### src/rtl/cve2_trace_pkg.sv
// rtl/cve2_trace_pkg.sv - shared types for the cve2 RVFI trace buffer
package cve2_trace_pkg;

   typedef struct packed {
      logic [15:0] order;
      logic [31:0] pc;
      logic [31:0] insn;
      logic [4:0]  rd_addr;
      logic [31:0] rd_wdata;
      logic        trap;
      logic        intr;
   } trace_rec_t;

   typedef enum logic [1:0] {
      MODE_OFF    = 2'b00,
      MODE_ALL    = 2'b01,
      MODE_EXC    = 2'b10,
      MODE_WINDOW = 2'b11
   } trace_mode_e;

   typedef enum logic [1:0] {
      IDLE   = 2'b00,
      RUN    = 2'b01,
      FROZEN = 2'b10
   } trace_state_e;

   // Inclusive unsigned window; an inverted window (lo > hi) matches nothing.
   function automatic logic pc_in_window(logic [31:0] pc, logic [31:0] lo, logic [31:0] hi);
      return (pc >= lo) && (pc <= hi);
   endfunction

endpackage

### src/rtl/cve2_trace_fifo.sv
// rtl/cve2_trace_fifo.sv - circular record store with drop or overwrite on full
module cve2_trace_fifo
   import cve2_trace_pkg::*;
#(
   parameter int unsigned Depth           = 8,
   parameter bit          OverwriteOnFull = 1'b0,
   localparam int unsigned PtrW           = $clog2(Depth),
   localparam int unsigned LvlW           = $clog2(Depth + 1)
) (
   input  logic            clk_i,
   input  logic            rst_ni,
   input  logic            clear_i,
   input  logic            push_i,
   input  trace_rec_t      wdata_i,
   input  logic            pop_i,
   output trace_rec_t      rdata_o,
   output logic [LvlW-1:0] level_o,
   output logic            wr_o,
   output logic            drop_o
);

   logic [PtrW-1:0] wptr_q, wptr_d, rptr_q, rptr_d;
   logic [LvlW-1:0] level_q, level_d;
   trace_rec_t      mem_q [Depth];
   trace_rec_t      mem_d [Depth];

   logic full, pop, wr, ovr;

   assign full = (level_q == LvlW'(Depth));
   assign pop  = pop_i && (level_q != '0);
   // A pop in the same cycle frees the slot, so a full buffer still accepts the push.
   assign wr   = push_i && (!full || pop || OverwriteOnFull);
   assign ovr  = push_i && full && !pop && OverwriteOnFull;

   assign wr_o    = wr && !clear_i;
   assign drop_o  = push_i && full && !pop && !clear_i;
   assign rdata_o = mem_q[rptr_q];
   assign level_o = level_q;

   always_comb begin
      mem_d   = mem_q;
      wptr_d  = wptr_q;
      rptr_d  = rptr_q;
      level_d = level_q;
      if (clear_i) begin
         wptr_d  = '0;
         rptr_d  = '0;
         level_d = '0;
      end else begin
         if (wr) begin
            mem_d[wptr_q] = wdata_i;
            wptr_d        = wptr_q + PtrW'(1);
         end
         if (pop || ovr) begin
            rptr_d = rptr_q + PtrW'(1);
         end
         unique case ({wr && !ovr, pop})
            2'b10:   level_d = level_q + LvlW'(1);
            2'b01:   level_d = level_q - LvlW'(1);
            default: level_d = level_q;
         endcase
      end
   end

   always_ff @(posedge clk_i or negedge rst_ni) begin
      if (!rst_ni) begin
         wptr_q  <= '0;
         rptr_q  <= '0;
         level_q <= '0;
         mem_q   <= '{default: '0};
      end else begin
         wptr_q  <= wptr_d;
         rptr_q  <= rptr_d;
         level_q <= level_d;
         mem_q   <= mem_d;
      end
   end

endmodule

### src/rtl/cve2_rvfi_trace_buffer.sv
// rtl/cve2_rvfi_trace_buffer.sv - filtered RVFI retirement capture with freeze and drain port
module cve2_rvfi_trace_buffer
   import cve2_trace_pkg::*;
#(
   parameter int unsigned Depth           = 8,
   parameter bit          OverwriteOnFull = 1'b0,
   parameter bit          FreezeOnTrap    = 1'b1,
   parameter int unsigned DropCntWidth    = 16
) (
   input  logic                         clk_i,
   input  logic                         rst_ni,
   input  logic                         rvfi_valid_i,
   input  logic [63:0]                  rvfi_order_i,
   input  logic [31:0]                  rvfi_insn_i,
   input  logic                         rvfi_trap_i,
   input  logic                         rvfi_intr_i,
   input  logic [31:0]                  rvfi_pc_rdata_i,
   input  logic [4:0]                   rvfi_rd_addr_i,
   input  logic [31:0]                  rvfi_rd_wdata_i,
   input  logic [1:0]                   mode_i,
   input  logic [31:0]                  pc_lo_i,
   input  logic [31:0]                  pc_hi_i,
   input  logic                         freeze_i,
   input  logic                         clear_i,
   output logic                         out_valid_o,
   input  logic                         out_ready_i,
   output trace_rec_t                   out_record_o,
   output logic [$clog2(Depth+1)-1:0]   level_o,
   output logic [DropCntWidth-1:0]      drop_cnt_o,
   output logic                         frozen_o
);

   trace_state_e            state_q, state_d;
   logic                    frozen_q;
   logic [DropCntWidth-1:0] drop_cnt_q, drop_cnt_d;
   logic                    match, push_req, pop, wr, drop;
   trace_rec_t              rec;
   logic                    unused_order;

   assign unused_order = ^rvfi_order_i[63:16];

   always_comb begin
      match = 1'b0;
      unique case (mode_i)
         MODE_ALL:    match = 1'b1;
         MODE_EXC:    match = rvfi_trap_i | rvfi_intr_i;
         MODE_WINDOW: match = pc_in_window(rvfi_pc_rdata_i, pc_lo_i, pc_hi_i);
         default:     match = 1'b0;
      endcase
   end

   assign push_req = (state_q == RUN) && rvfi_valid_i && match;

   always_comb begin
      rec.order    = rvfi_order_i[15:0];
      rec.pc       = rvfi_pc_rdata_i;
      rec.insn     = rvfi_insn_i;
      rec.rd_addr  = rvfi_rd_addr_i;
      rec.rd_wdata = rvfi_rd_wdata_i;
      rec.trap     = rvfi_trap_i;
      rec.intr     = rvfi_intr_i;
   end

   assign out_valid_o = (level_o != '0);
   assign pop         = out_valid_o && out_ready_i;

   cve2_trace_fifo #(
      .Depth           (Depth),
      .OverwriteOnFull (OverwriteOnFull)
   ) u_fifo (
      .clk_i   (clk_i),
      .rst_ni  (rst_ni),
      .clear_i (clear_i),
      .push_i  (push_req),
      .wdata_i (rec),
      .pop_i   (pop),
      .rdata_o (out_record_o),
      .level_o (level_o),
      .wr_o    (wr),
      .drop_o  (drop)
   );

   // Only a trap record that actually lands in the buffer triggers the freeze.
   always_comb begin
      state_d    = state_q;
      drop_cnt_d = drop_cnt_q;
      if (clear_i) begin
         state_d    = IDLE;
         drop_cnt_d = '0;
      end else begin
         if (drop && (drop_cnt_q != '1)) begin
            drop_cnt_d = drop_cnt_q + DropCntWidth'(1);
         end
         unique case (state_q)
            IDLE:    if (mode_i != MODE_OFF) state_d = RUN;
            RUN: begin
               if (freeze_i || (FreezeOnTrap && wr && rvfi_trap_i)) state_d = FROZEN;
               else if (mode_i == MODE_OFF)                         state_d = IDLE;
            end
            FROZEN:  state_d = FROZEN;
            default: state_d = IDLE;
         endcase
      end
   end

   always_ff @(posedge clk_i or negedge rst_ni) begin
      if (!rst_ni) begin
         state_q    <= IDLE;
         frozen_q   <= 1'b0;
         drop_cnt_q <= '0;
      end else begin
         state_q    <= state_d;
         frozen_q   <= (state_d == FROZEN);
         drop_cnt_q <= drop_cnt_d;
      end
   end

   assign frozen_o   = frozen_q;
   assign drop_cnt_o = drop_cnt_q;

endmodule

### config.mk
export PLATFORM = sky130hd
export DESIGN_NAME = cve2_rvfi_trace_buffer
export DESIGN_NICKNAME = d
export VERILOG_FILES = /design/src/rtl/cve2_trace_pkg.sv /design/src/rtl/cve2_trace_fifo.sv /design/src/rtl/cve2_rvfi_trace_buffer.sv
export SDC_FILE = /design/constraint.sdc
export NUM_CORES = 1
export LEC_CHECK = 0
export CAP_MARGIN = 20
export CORE_ASPECT_RATIO = 0.8
export CORE_UTILIZATION = 57
export DETAILED_ROUTE_END_ITERATION = 10
export GPL_ROUTABILITY_DRIVEN = 0
export GPL_TIMING_DRIVEN = 0
export PLACE_DENSITY = 0.77
export SLEW_MARGIN = 20
export SYNTH_ARGS = -nofsm -noshare
export SYNTH_HDL_FRONTEND = slang
export SYNTH_SLANG_ARGS = --single-unit
### constraint.sdc
create_clock -name clk_i -period 3.45 [get_ports clk_i]
set_input_delay 0.5175 -clock clk_i [delete_from_list [all_inputs] [get_ports clk_i]]
set_output_delay 0.5175 -clock clk_i [all_outputs]
set_load 0.03 [all_outputs]
Word level (Yosys, flattened, before mapping)
Cells that the tools add are included.
Storage, ports and cells
  flip-flop bits (word level): 981
Cells by class
  $add $sub $neg: 5
  order comparisons: 5
  equal/unequal tests: 10
  muxes and demuxes: 20
  bitwise logic cells: 4
  reductions and logical operators: 27
Operators by type and width (number)
  952-bit bitwise mux: 1
  119-bit binary-select mux with 3-bit select: 1
  119-bit demux with 3-bit select: 1
  119-bit 2-to-1 mux: 3
  32-bit >= comparator: 1
  32-bit <= comparator: 1
  16-bit 2-to-1 mux: 2
  16-bit by 1-bit adder with 16-bit output, second input constant: 1
  16-bit inequality test, second input constant: 1
  1-bit logical AND: 13
  3-bit 2-to-1 mux: 4
  2-bit == test, second input constant: 5
  4-bit >= comparator, second input constant: 2
  2-bit 2-to-1 mux: 4
  3-bit NOT with 4-bit output: 2
  4-bit case mux with 2 select lines: 1
  2-bit nonzero test: 4
  3-bit by 1-bit adder with 3-bit output, second input constant: 2
  2-bit by 1-bit == test with 1-bit output, second input constant: 3
  2-bit case mux with 3 select lines: 1
  4-bit by 1-bit adder with 4-bit output, second input constant: 1
  4-bit == test, second input constant: 1
  2-bit zero test: 2
  4-bit by 1-bit less-than comparator with 1-bit output, second input constant: 1
  other kinds (10): 13

Longest topological paths before layout
Gate-level depths: netlist of the first run.
  depth after elaboration: 12
  depth in mapped cells: 16
  depth with buffers taken out: 16

Modules after synthesis
From an unflattened synthesis of the first run, not the netlist that was laid out.
Unflattened totals
  cells, all modules: 2841
  area, all modules: 46105.5 um^2
By module, submodules not included
  cve2_trace_fifo: instances 1, cells each 2510, area an instance 43491.7 um^2, sequential area each 24073.1 um^2
  cve2_rvfi_trace_buffer: instances 1, cells each 331, area an instance 2613.8 um^2, sequential area each 475.5 um^2

Worst setup path after synthesis of the first run
OpenSTA, ideal clock, no wires.
  path type: input to register
  start point: input pc_hi_i[13]
  end point: register u_fifo.level_q[3], in the netlist u_fifo.level_o[3]
  library setup time: 65 ps
  arrival time: 3513 ps
  required time: 3385 ps
  slack: -128 ps
  stages on the path: 16
  path buffers: 0
  cells stage by stage: inv_1 -> ha_1 -> a211oi_1 -> o21bai_1 -> a211o_1 -> o32a_1 -> or3_4 -> o21ai_0 -> inv_1 -> ha_1 -> a21o_1 -> a21oi_1 -> nand2_1 -> nor3_1 -> o22ai_1 -> nand2_1
Between the ends
  word-level cells in the longest chain between the ends: 8
  elaborated cells on any way between the ends: 10
RTL lines
  start: declaration: RTL line cve2_rvfi_trace_buffer.sv:22  | input logic [31:0] pc_hi_i,
  32-bit <= comparator *: RTL line cve2_trace_pkg.sv:29  | return (pc >= lo) && (pc <= hi);
  1-bit logical AND *: RTL line cve2_trace_pkg.sv:29
  1-bit case mux with 3 select lines *: RTL line cve2_rvfi_trace_buffer.sv:44  | unique case (mode_i)
  1-bit logical AND *: RTL line cve2_rvfi_trace_buffer.sv:52  | assign push_req = (state_q == RUN) && rvfi_valid_i && match;
  1-bit logical AND *: RTL line cve2_trace_fifo.sv:32  | assign wr = push_i && (!full || pop || OverwriteOnFull);
  2-bit by 1-bit == test with 1-bit output or 2-bit == test (tied branches): RTL line cve2_trace_fifo.sv:57  | unique case ({wr && !ovr, pop})
  4-bit case mux with 2 select lines: RTL line cve2_trace_fifo.sv:57
  4-bit 2-to-1 mux: RTL line cve2_trace_fifo.sv:45  | if (clear_i) begin
  end signal: assignment: RTL line cve2_trace_fifo.sv:74  | level_q <= level_d;
  end: declaration: RTL line cve2_trace_fifo.sv:23  | logic [LvlW-1:0] level_q, level_d;
Mark *: on every way between the ends. The rest lies on a longest branch, timed or not.
A chain may end at the register's enable or synchronous reset.

Final worst setup path of the first run
  start point: input rvfi_pc_rdata_i[0]
  end point: register u_fifo.mem_q[489] in the netlist's numbering
Between the ends
  word-level cells in the longest chain between the ends: 6
  elaborated cells on any way between the ends: 7
RTL lines
  start: declaration: RTL line cve2_rvfi_trace_buffer.sv:17  | input logic [31:0] rvfi_pc_rdata_i,
  32-bit >= comparator or 32-bit <= comparator (tied branches): RTL line cve2_trace_pkg.sv:29
  1-bit logical AND *: RTL line cve2_trace_pkg.sv:29
  1-bit case mux with 3 select lines *: RTL line cve2_rvfi_trace_buffer.sv:44
  1-bit logical AND *: RTL line cve2_rvfi_trace_buffer.sv:52
  1-bit logical AND *: RTL line cve2_trace_fifo.sv:32
  2-bit AND reduction (no source line) *
  end signal: assignment: RTL line cve2_trace_fifo.sv:75  | mem_q <= mem_d;
  end: declaration: RTL line cve2_trace_fifo.sv:24  | trace_rec_t mem_q [Depth];
Marks and branches as above.

==> results.toml, run 1 <==
[status]
outcome = "finished, final reports clean"

[route]
drtPass1Iterations = 5
via_per_inst = 6.200
routedWlPerCell_um = 27.16
vias = 27542
antenna_left = 0
drc_errors = 0
first_iter_violations = 1741
wl_um = 120600

[die]
rows = 92
die_h_um = 256.3
start_util_pct = 58.00
core_region_area_sq_um = 79430
dieArea_sq_um = 81970
die_width_um = 319.9
io_pins = 380

[logic_synthesis]
synth_top_area_cell = "dfrtp_1"
ys.flop_type = "dfrtp_1"
ys_ff_latch = 981
syn_inst = 2844
synthTopCellsByArea = "dfrtp_1 53%, mux2_2 15%, mux4_2 12%"
synth.distinct_cells = 55
async_flop_share_pct = 100.0
synth_nets = 3153
yosys_warnings = 0
seq_area_frac_synth_pct = 53.28
synth_enable_flop_cells = 0
avgSynthCellArea_sq_um = 16.20
synth.cell_area_sq_um = 46070
synth.top_cell.area_share_pct = 53.28

[global_routing]
grt_pass1_wl_um = 180200
grt_antenna_before_repair = 11
overflow = 0
grt_max_degree = 160
grt_pass1_vias = 29896
track_usage_pct = 28.83

[sta]
fmax_ghz = 0.2917
worst_slew_pin_slew_ns = 0.9023
grt_setup_unrepaired = "yes"
finClkSkew_ns = 0.02028
slew-limit-headroom_pct = 39.85
setup_violations = 0
period_share_pct = 99.38
layout_min_cycle_time_ns = 3.429
setup_slack_ns = 0.02127
drv_slew = 0
hold_violations = 0

[worst_setup_path]
setup.worst_path.end_class = "register"
cp_top_family = "simple AND/OR/NAND/NOR gates"
slowest_stage = "or3_4"
crit_required_ns = 3.98
crit_type = "in -> reg"
crit_arrival_ns = 3.96
cpPeakStageDelay_ns = 0.41
worstSetupStartpointType = "primary input"
crit_fanout = 9
cp_cell_sequence = "clkdlybuf4s18_2, inv_1, ha_1, nand4_1, nor4_4, buf_6, nor3b_4, o32a_1, or3_4, nor2_4, buf_8, nand3_4, buf_6, buf_12, buf_12, mux2_1"
rrSetupSlack_ns = 0.08
critical_path_buf_inv_count = 7

[finish]
final_area_sq_um = 56310
mostFrequentLayoutCells = "979 x dfrtp_1, 633 x mux2_2, 314 x mux2_1"
layout_commonest_cell = "dfrtp_1"
layout.nets = 3629
areaGrowthSynthToFinish_pct = 22.23
drive_gt1_share_pct = 45.49
fillers = 5052

[clock_network]
numCtsBuffers = 98
cts.path.max_buffers = 3
cts_root_buffer = "clkbuf_16"
cts_tree = "yes"
clkTransAtPathRegs_ns = 0.06
clock-sinks = 981
clk_latency_ns = 0.66
ctsHtreeMaxLevel = 3

[flow_run]
drv_cap = 0

[worst_hold_path]
hold_class = "in -> reg"

[power]
p_leak_nw = 27.82
p_per_area_nw_per_um2 = 615.4
peakVddDrop_mv = 0.4813

[placed_design]
portBuffers = 330
hpwl_um = 78410
place_ws_ns = -2.137
placed_area_sq_um = 50870
-- cell usage after synthesis (6+ instances only) --
cell type  instances
mux4_2           238
nand2_1           22
mux2_1           340
ha_1              69
mux2_2           633
buf_6             50
mux2_4           100
nor3_1             7
dfrtp_1          981
a21o_1             6
buf_1             31
o21ai_0           20
nand4_1           15
inv_1             67
nand3_1           16
nor2_1            23
nor2b_1            9
a21oi_1           37
clkbuf_1          47
or3_1              8
buf_2             38
buf_4             15
-- path summary, 6_finish.rpt --
kind,startpoint,endpoint,depth (start not counted)
max in group asynchronous,rst_ni,u_fifo.mem_q[826],5
worst max register to register,state_q[0],u_fifo.mem_q[489],12
worst min-delay path,rvfi_pc_rdata_i[12],u_fifo.mem_q[559],2
min in group asynchronous,rst_ni,u_fifo.mem_q[765],2
worst min register to register,u_fifo.mem_q[480],u_fifo.mem_q[480],1
worst max-delay path,rvfi_pc_rdata_i[0],u_fifo.mem_q[489],16
-- power breakdown --
group | internal [W] | leakage, nW | total [W] | switching (W)
clock | 0.00679 | 1.71 | 0.0114 | 0.00460
sequential | 0.0126 | 13.4 | 0.0133 | 0.000643
combinational | 0.00474 | 12.7 | 0.0100 | 0.00528
total | 0.0241 | 27.8 | 0.0347 | 0.0105
-- through the flow --
step / cells / util [%] / setup TNS (ns) / total power [W] / hold slack (ns)
after global routing: 4442 / 70.90 / -1.146 / 0.03591 / 0.2601
after detailed placement: 4215 / 64.05 / -1869.65 / 0.02364 / 0.4761
after global placement: 4208 / 63.80 / - / 0.02339 / 0.4464
final: 4442 / 70.90 / 0 / 0.03465 / 0.2561
after CTS: 4403 / 69.19 / -0.4415 / 0.03480 / 0.2552
after floorplan: 2844 / - / 0 / 0.01964 / 0.2219
-- routing by layer --
layer  track usage (%)  up-vias  routed length (um)
li1                  -    11617                   -
met1             39.55    14961               51730
met2             46.91      749               59110
met3             5.758      203                6653
met4             8.493       12                3062
met5                 0        -                  68
-- repair_timing --
| item | in CTS | in global routing |
|---|---|---|
| endpoints found under the setup margin | 1097 | 932 |
| pin swaps | 5 | 28 |
| endpoints found under the hold margin | 122 | 0 |
| gates resized for setup | 541 | 325 |
| setup buffers | 7 | 15 |
| hold buffers | 1 | 0 |
| cloned | 0 | 21 |
-- worst reg2reg max path, delay by kind of cell (launching register included) --
kind	cells	cell delay, ns
multiplexers	1	0.31
buffers and inverters	4	0.66
AND/OR/NAND/NOR	4	0.93
AO/OA/AOI/OAI	3	0.98
flip-flops	1	0.37
-- area by class of cell --
type                    instances  area (sq um)  share of cell area (%)
inverters                      67         251.5                  0.4466
clock buffers                 141          2877                   5.108
repair buffers                380          4010                   7.121
diodes                          5         12.51                 0.02222
multi-input cells            1615         20670                   36.71
clock inverters                42         591.8                   1.051
plain buffers                 177          2053                   3.646
well taps                    1034          1294                   2.298
flip-flops and latches        981         24550                   43.60
-- cells by family (layout without fill, tap and decap cells) --
kind of cell    count (synthesis)  count (layout)  synth area share [%]
flops                         981             981                 53.28
xor+xnor                        8               8                0.1820
simple gates                  129             129                 1.556
fa+ha+maj                      70              70                 1.917
buf+inv                       248             807                 3.061
mux                          1313            1313                 38.72
other cells                     0               5                     0
compound gates                 95              95                 1.279
-- registers in the layout, indices dropped and copies added, names as in the netlist --
| signal | count |
|---|---|
| frozen_o | 1 |
| u_fifo.mem_q | 952 |
| u_fifo.rptr_q | 3 |
| u_fifo.level_o | 4 |
| state_q | 2 |
| u_fifo.wptr_q | 3 |
| drop_cnt_o | 16 |
Note: power is estimated with default switching activity, not from simulation.
==> inputs of run 2 (changes only) <==
==> constraint.sdc (replaced) <==
create_clock -name clk_i -period 4.15 [get_ports clk_i]
set_input_delay 0.6225 -clock clk_i [delete_from_list [all_inputs] [get_ports clk_i]]
set_output_delay 0.6225 -clock clk_i [all_outputs]
set_load 0.03 [all_outputs]
==> run 2 against run 1 <==
  * Total power shrank 17%
  * Critical path depth shrank 10
  * Wire length shrank 4.2%
  * Final cell count shrank 1.0%
  * Die area is the same
  * Setup slack gained 0.10 ns
  * Critical path type is now reg -> out
  * Largest power group unchanged
==> results.toml, run 2 (synthesis results as in run 1) <==
[status]
outcome = "finished, final reports clean"

[finish]
drive_gt1_share_pct = 39.07
largest_reg_flops = 952
layout.nets = 3588
layout_commonest_cell = "dfrtp_1"
regArea_sq_um = 24550
mostFrequentLayoutCells = "980 x dfrtp_1, 633 x mux2_2, 340 x mux2_1"
fin_cells = 4396
largest_register = "u_fifo.mem_q"
utilization_pct = 68.67
fillers = 5283
multi_input_area_sq_um = 20170
areaGrowthSynthToFinish_pct = 18.39

[global_routing]
overflow = 0
top_usage_layer = "met2"
use_met1_pct = 40.08
grt_pass1_vias = 29736
grt_pass1_wl_um = 179900
grt_antenna_before_repair = 12
track_usage_pct = 28.88
grt_max_degree = 149
use_met2_pct = 46.79
use_met3_pct = 5.497

[worst_setup_path]
crit_required_ns = 3.53
crit_arrival_ns = 3.41
rrSetupSlack_ns = 0.54
crit_start = "u_fifo.rptr_q[1]"
setup.worst_path.end_class = "output port"
crit_fanout = 10
crit_type = "reg -> out"
r2r_cells = 10
worstSetupStartpointType = "register"
rr_endpoint = "u_fifo.mem_q[68]"
rr_startpoint = "state_q[1]"

[die]
core_region_area_sq_um = 79430
die_h_um = 256.3
dieArea_sq_um = 81970
io_pins = 380
start_util_pct = 58.00
rows = 92
die_width_um = 319.9

[route]
routedWlPerCell_um = 26.29
antenna_left = 0
via_per_inst = 6.139
vias = 26986
drc_errors = 0
drtPass1Iterations = 5
wl_um = 115600
first_iter_violations = 1583

[worst_hold_path]
hold_depth = 2
hold_class = "in -> reg"
hp-start = "rvfi_trap_i"
hold_path_end = "u_fifo.mem_q[596]"

[flow_run]
drv_cap = 0

[sta]
layout_min_cycle_time_ns = 4.029
drv_slew = 0
slew-limit-headroom_pct = 36.00
finClkSkew_ns = 0.01872
period_share_pct = 97.08
hold_violations = 0
fmax_ghz = 0.2482
worst_slew_pin_slew_ns = 0.9601
setup_violations = 0

[power]
p_per_area_nw_per_um2 = 525.0
p_sw_w = 0.008576
peakVddDrop_mv = 0.4419
p_seq_share_pct = 38.5
finalPower_w = 0.02864
clockPowerShare_pct = 31.9
p_leak_nw = 26.80
internal-power_w = 0.02006
comb_power_share_pct = 29.6
p_sw_share_pct = 29.95

[clock_network]
numCtsBuffers = 95
ctsHtreeMaxLevel = 3
clock-sinks = 981
cts_tree = "yes"
clkTransAtPathRegs_ns = 0.06
clk_latency_ns = 0.67
cts.path.max_buffers = 3
cts_root_buffer = "clkbuf_16"

[placed_design]
hpwl_um = 78250
dp.cells = 4215
portBuffers = 330
run 2: cell count changes in the layout (fill, tap and decap cells not counted), sizes merged:
cell	change
buf	-32
clkinvlp	+3
diode	-1
inv	-2
clkinv	-2
clkdlybuf4s15	-43
clkdlybuf4s18	-1
bufinv	-4
clkbuf	-59
dlymetal6s2s	+1
clkdlybuf4s50	+143
dlygate4sd2	-49
run 2: per-stage QoR:
stage | TNS (ns) | setup slack (ns) | hold WS, ns | cell area (sq um)
final | 0 | 0.1211 | 0.4269 | 54540
after CTS | 0 | 0.002951 | 0.3828 | 54400
after floorplan | 0 | 0.4667 | 0.3269 | 46070
after detailed placement | -1295.24 | -1.585 | 0.4754 | 50880
after global routing | -0.002288 | -0.002288 | 0.3997 | 54540
after global placement | - | -38.43 | 0.4486 | 50670
run 2: timing repair:
action | 4_1_cts | 5_1_grt
buffers inserted | 1 | 0
pin swaps | 1 | 0
hold endpoints to repair | 73 | 0
setup endpoints to repair | 1084 | 396
hold buffers | 1 | 0
resized for setup | 169 | 66
run 2: power groups by stage:
| stage | Combinational, W | Sequential (W) | Clock (W) |
|---|---|---|---|
| 5_1_grt | 0.00894 | 0.0111 | 0.00962 |
| 3_5_place_dp | 0.00845 | 0.0112 | 0 |
| 3_3_place_gp | 0.00828 | 0.0112 | 0 |
| 6_report | 0.00849 | 0.0110 | 0.00913 |
| 2_1_floorplan | 0.00533 | 0.0110 | 0 |
| 4_1_cts | 0.00856 | 0.0110 | 0.00925 |
run 2: worst max path at each step:
stage | depth (start not counted) | to | slack, ns
2_1_floorplan | 16 | u_fifo.level_o[3] | 0.47
3_3_place_gp | 1 | u_fifo.mem_q[587] | -38.43
3_5_place_dp | 13 | u_fifo.mem_q[275] | -1.59
4_1_cts | 12 | u_fifo.mem_q[422] | 0.003
5_1_grt | 6 | out_record_o[69] | -0.002
6_report | 6 | out_record_o[115] | 0.12
run 2: worst max-delay path, cell delays in order, from the launching register on:
cell             delay, ns
dfrtp_1               0.51
clkbuf_1              0.26
buf_4                 0.32
clkbuf_2              0.38
mux4_2                0.36
mux2_2                0.32
clkdlybuf4s50_1       0.60
run 2: layout make-up:
cell class                      count  area share (%)
Buffer                            180           2.505
Clock inverter                     37          0.8212
Timing Repair Buffer              339           6.595
Multi-Input combinational cell   1615           36.98
Sequential cell                   981           45.01
Antenna cell                        4         0.01835
Inverter                           67          0.4611
Tap cell                         1034           2.372
Clock buffer                      139           5.242
run 2: metal layers:
| metal | vias up | part of all wire [%] |
|---|---|---|
| met1 | 14554 | 43 |
| met2 | 712 | 49 |
| met3 | 203 | 5.3 |
| met5 | - | 0.033 |
| li1 | 11509 | - |
| met4 | 8 | 2.7 |
